===== src/rtl/hazard_stall_ctrl_pkg.sv =====
// Shared definitions for the pipeline hazard controller.
// Divide tracking is enabled by defining HAZ_MULDIV_EN.
package hazard_stall_ctrl_pkg;

  typedef enum logic [1:0] {
    IDLE     = 2'd0,
    DIV_BUSY = 2'd1,
    DIV_DONE = 2'd2
  } div_state_e;

  localparam int unsigned DIV_CYCLES_DEF = 32;
  localparam int unsigned CNT_W          = 8;
  localparam int unsigned REG_W          = 5;
  localparam logic [REG_W-1:0] REG_X0    = 5'd0;

endpackage


===== src/rtl/hazard_div_timer.sv =====
// Multi-cycle divide occupancy tracker: state register and cycle counter.
// Flops exist only when HAZ_MULDIV_EN is defined; otherwise outputs are tied low.
module hazard_div_timer
  import hazard_stall_ctrl_pkg::*;
#(
  parameter int unsigned DIV_CYCLES = DIV_CYCLES_DEF
) (
  input  logic clk,
  input  logic rst,
  input  logic start,
  input  logic abort,
  output logic busy,
  output logic done
);

`ifdef HAZ_MULDIV_EN
  localparam logic [CNT_W-1:0] CNT_LOAD = CNT_W'(DIV_CYCLES - 1);

  div_state_e       state_q, state_d;
  logic [CNT_W-1:0] cnt_q, cnt_d;

  always_ff @(posedge clk) begin
    if (rst) begin
      state_q <= IDLE;
      cnt_q   <= '0;
    end else begin
      state_q <= state_d;
      cnt_q   <= cnt_d;
    end
  end

  // cnt holds the busy cycles still to run after the current one
  always_comb begin
    state_d = state_q;
    cnt_d   = cnt_q;
    if (abort) begin
      state_d = IDLE;
      cnt_d   = '0;
    end else begin
      unique case (state_q)
        IDLE: begin
          if (start) begin
            cnt_d   = CNT_LOAD;
            state_d = (CNT_LOAD == '0) ? DIV_DONE : DIV_BUSY;
          end
        end
        DIV_BUSY: begin
          cnt_d = cnt_q - CNT_W'(1);
          if (cnt_d == '0) begin
            state_d = DIV_DONE;
          end
        end
        DIV_DONE: begin
          state_d = IDLE;
          cnt_d   = '0;
        end
        default: begin
          state_d = IDLE;
          cnt_d   = '0;
        end
      endcase
    end
  end

  assign busy = (state_q == DIV_BUSY);
  assign done = (state_q == DIV_DONE);
`else
  logic unused_timer;
  assign unused_timer = ^{clk, rst, start, abort, CNT_W'(DIV_CYCLES)};
  assign busy = 1'b0;
  assign done = 1'b0;
`endif

endmodule


===== src/rtl/hazard_stall_ctrl.sv =====
// Hazard controller for the 5-stage core: load-use stall, branch flush, divide freeze.
// Divide freeze is compiled in only when HAZ_MULDIV_EN is defined.
module hazard_stall_ctrl
  import hazard_stall_ctrl_pkg::*;
#(
  parameter int unsigned DIV_CYCLES = DIV_CYCLES_DEF
) (
  input  logic             clk,
  input  logic             rst,
  input  logic [REG_W-1:0] ifid_rs1,
  input  logic [REG_W-1:0] ifid_rs2,
  input  logic [REG_W-1:0] idex_rd,
  input  logic             idex_mem_read,
  input  logic             idex_is_div,
  input  logic             branch_taken,
  output logic             pc_write,
  output logic             ifid_write,
  output logic             ifid_flush,
  output logic             bubble_sel,
  output logic             idex_hold,
  output logic             div_busy,
  output logic             div_done
);

  logic div_req;
  logic busy, done;
  logic freeze;
  logic load_use;

`ifdef HAZ_MULDIV_EN
  assign div_req = idex_is_div;
`else
  logic unused_top;
  assign unused_top = idex_is_div;
  assign div_req    = 1'b0;
`endif

  hazard_div_timer #(
    .DIV_CYCLES(DIV_CYCLES)
  ) u_div_timer (
    .clk  (clk),
    .rst  (rst),
    .start(div_req),
    .abort(branch_taken),
    .busy (busy),
    .done (done)
  );

  // Entry cycle (IDLE with a divide in EX) freezes as well as the busy cycles
  assign freeze   = (!busy && !done && div_req) || busy;
  assign load_use = idex_mem_read && (idex_rd != REG_X0) &&
                    ((idex_rd == ifid_rs1) || (idex_rd == ifid_rs2));

  always_comb begin
    pc_write   = 1'b1;
    ifid_write = 1'b1;
    ifid_flush = 1'b0;
    bubble_sel = 1'b0;
    idex_hold  = 1'b0;
    if (rst) begin
      pc_write   = 1'b0;
      ifid_write = 1'b0;
      ifid_flush = 1'b1;
      bubble_sel = 1'b1;
    end else if (branch_taken) begin
      ifid_flush = 1'b1;
      bubble_sel = 1'b1;
    end else if (freeze) begin
      pc_write   = 1'b0;
      ifid_write = 1'b0;
      idex_hold  = 1'b1;
    end else if (load_use) begin
      pc_write   = 1'b0;
      ifid_write = 1'b0;
      bubble_sel = 1'b1;
    end
  end

  assign div_busy = busy && !rst;
  assign div_done = done && !rst;

endmodule


===== config.mk =====
export PLATFORM = sky130hd
export DESIGN_NAME = hazard_stall_ctrl
export DESIGN_NICKNAME = d
export VERILOG_FILES = /design/src/rtl/hazard_stall_ctrl_pkg.sv /design/src/rtl/hazard_div_timer.sv /design/src/rtl/hazard_stall_ctrl.sv
export SDC_FILE = /design/constraint.sdc
export NUM_CORES = 1
export LEC_CHECK = 0
export CORE_AREA = 10 10 47 49
export DETAILED_ROUTE_END_ITERATION = 12
export DIE_AREA = 0 0 57 59
export SYNTH_ARGS = -nofsm -noshare
export SYNTH_HDL_FRONTEND = slang
export SYNTH_HIERARCHICAL = 1
export SYNTH_SLANG_ARGS = --single-unit

===== constraint.sdc =====
create_clock -name vclk -period 1.2
set_clock_uncertainty 0.15 [all_clocks]
set_input_delay 0.12 -clock vclk [all_inputs]
set_output_delay 0.12 -clock vclk [all_outputs]
set_load 0.02 [all_outputs]

==> flow_metrics.env <==
export IMPL_status="finished with violations"
export IMPL_violations="negative setup slack"
export IMPL_leakagePower_nw=0.234
export IMPL_critical_path_required_ns=0.93
export IMPL_critPathArrivalTime_ns=1.22
export IMPL_path_cells="buf_8 > or4_4 > o21ai_4 > buf_6 > o31ai_2 > buf_4"
export IMPL_port_buffer_count=22
export IMPL_min_period_ns=1.49
export IMPL_hold_buffers=0
export IMPL_ys_warn_count=6
export IMPL_die_width_um=57
export IMPL_synthCells=30
export IMPL_filler_cell_count=161
export IMPL_ir_drop_mv=0.0941
export IMPL_grt_pass1_vias=285
export IMPL_worstSetupPathType="primary input to output pin"
export IMPL_areaGrowthSynthToFinish_pct=126
export IMPL_critical_path_endpoint_type="output pin"
export IMPL_regArea_sq_um=0
export IMPL_postSynthAreaPerCell_sq_um=6.92
export IMPL_hold_class="primary input to output pin"
export IMPL_drc=0
export IMPL_die_h_um=59
export IMPL_finalMaxSlewViolations=0
export IMPL_totalNegativeSetupSlack_ns=-0.844
export IMPL_synthesis_area_sq_um=208
export IMPL_drive_above_1_share_pct=49.1
export IMPL_drt_vias_per_instance=3.70
export IMPL_rsz0062_at_grt="yes"
export IMPL_place_gp_congestion=0.691
export IMPL_drt_iter0_markers=3
export IMPL_flops_and_latches=0
export IMPL_powerDensity_nw_per_um2=350
export IMPL_dr_pass1_iters=2
export IMPL_vias=263
export IMPL_finalCritPeriodShare_pct=124
export IMPL_nClkBuffers=0
export IMPL_grt_overflow=0
export IMPL_place_area_sq_um=463
export IMPL_grt_usage_pct=4.43
export IMPL_core_sq_um=1400
export IMPL_slowest_delay_ns=0.54
export IMPL_fin_ws_ns=-0.287
export IMPL_start_util_pct=14.8
export IMPL_wl_per_cell_um=11.1
export IMPL_fin_nets=77
export IMPL_cp_buffers_inverters=3
export IMPL_multi_input_area_sq_um=215
export IMPL_antenna_found_initial=0
export IMPL_grt_pass1_wl_mm=1.30
export IMPL_n_antenna_cell=0
export IMPL_setup_violations=3
export IMPL_critPathTopFamily="simple AND/OR/NAND/NOR gates"
export IMPL_hold_viol=0
export IMPL_final_core_util_pct=33.5
export IMPL_fp_row_count=14
export IMPL_cp_slowest_cell="or4_4"
export IMPL_detail_route_antenna_nets=0
export IMPL_fmax_ghz=0.673
export IMPL_maxCapViolCount=0
export IMPL_ios=27
export IMPL_dieArea_sq_um=3360
export IMPL_crit_path_start_kind="primary input"
export IMPL_wirelength_um=790
export IMPL_grt_max_degree=5
export IMPL_final_area_sq_um=469
export IMPL_path_max_fanout=3
-- what timing repair did --
item,4_1_cts,5_1_grt
setup endpoints to repair,4,4
resized for setup,73,7
pin swaps,15,2
setup buffers,1,0
-- per-stage QoR --
step	cells	power [mW]	setup WS (ns)	hold WS [ns]
finish	71	0.164	-0.287	0.479
global route	71	0.181	-0.327	0.525
CTS	71	0.159	-0.314	0.751
detailed placement	70	0.164	-1.09	1.27
global placement	70	0.164	-1.08	1.26
floorplan	31	0.0699	-0.199	0.253
-- layout make-up --
class | instances | area share [%]
well taps | 16 | 4.27
repair buffers | 27 | 48.3
inverters | 2 | 1.60
multi-input cells | 26 | 45.9
-- where the power goes --
part	switching [mW]	internal, mW
Clock	0	0
Sequential	0	0
Combinational	0.0756	0.0885
-- final timing paths --
| kind | startpoint | to | depth (start not counted) |
|---|---|---|---|
| hold / removal | branch_taken | ifid_flush | 4 |
| setup / recovery | idex_rd[4] | bubble_sel | 6 |
-- tightest hold or removal path: stages --
cell	delay (ns)
dlymetal6s2s_1	0.14
nor2_2	0.05
inv_1	0.04
buf_2	0.15
-- placed cells by master (no fill, tap or decap) --
| cell type | instances |
|---|---|
| buf_2 | 8 |
| clkdlybuf4s15_1 | 1 |
| buf_4 | 4 |
| nor3_2 | 2 |
| o21ai_4 | 1 |
| o31ai_2 | 1 |
| or4_4 | 1 |
| nor2_2 | 1 |
| a22oi_2 | 1 |
| and2_1 | 1 |
| dlygate4sd2_1 | 4 |
| buf_6 | 5 |
| conb_1 | 2 |
| nor2_1 | 2 |
| xor2_1 | 10 |
| a21oi_1 | 1 |
| o31a_2 | 1 |
| clkdlybuf4s50_1 | 1 |
| nor2b_1 | 2 |
| inv_1 | 2 |
| clkbuf_2 | 1 |
| dlymetal6s2s_1 | 2 |
| buf_8 | 1 |
-- routing by layer --
layer,up-vias,part of all wire [%],track usage (%)
li1,144,-,-
met1,105,52,6.46
met2,14,42,6.82
met3,0,5.9,0.858
met4,0,0,0
met5,-,0,0
Note: power is estimated with default switching activity, not from simulation.
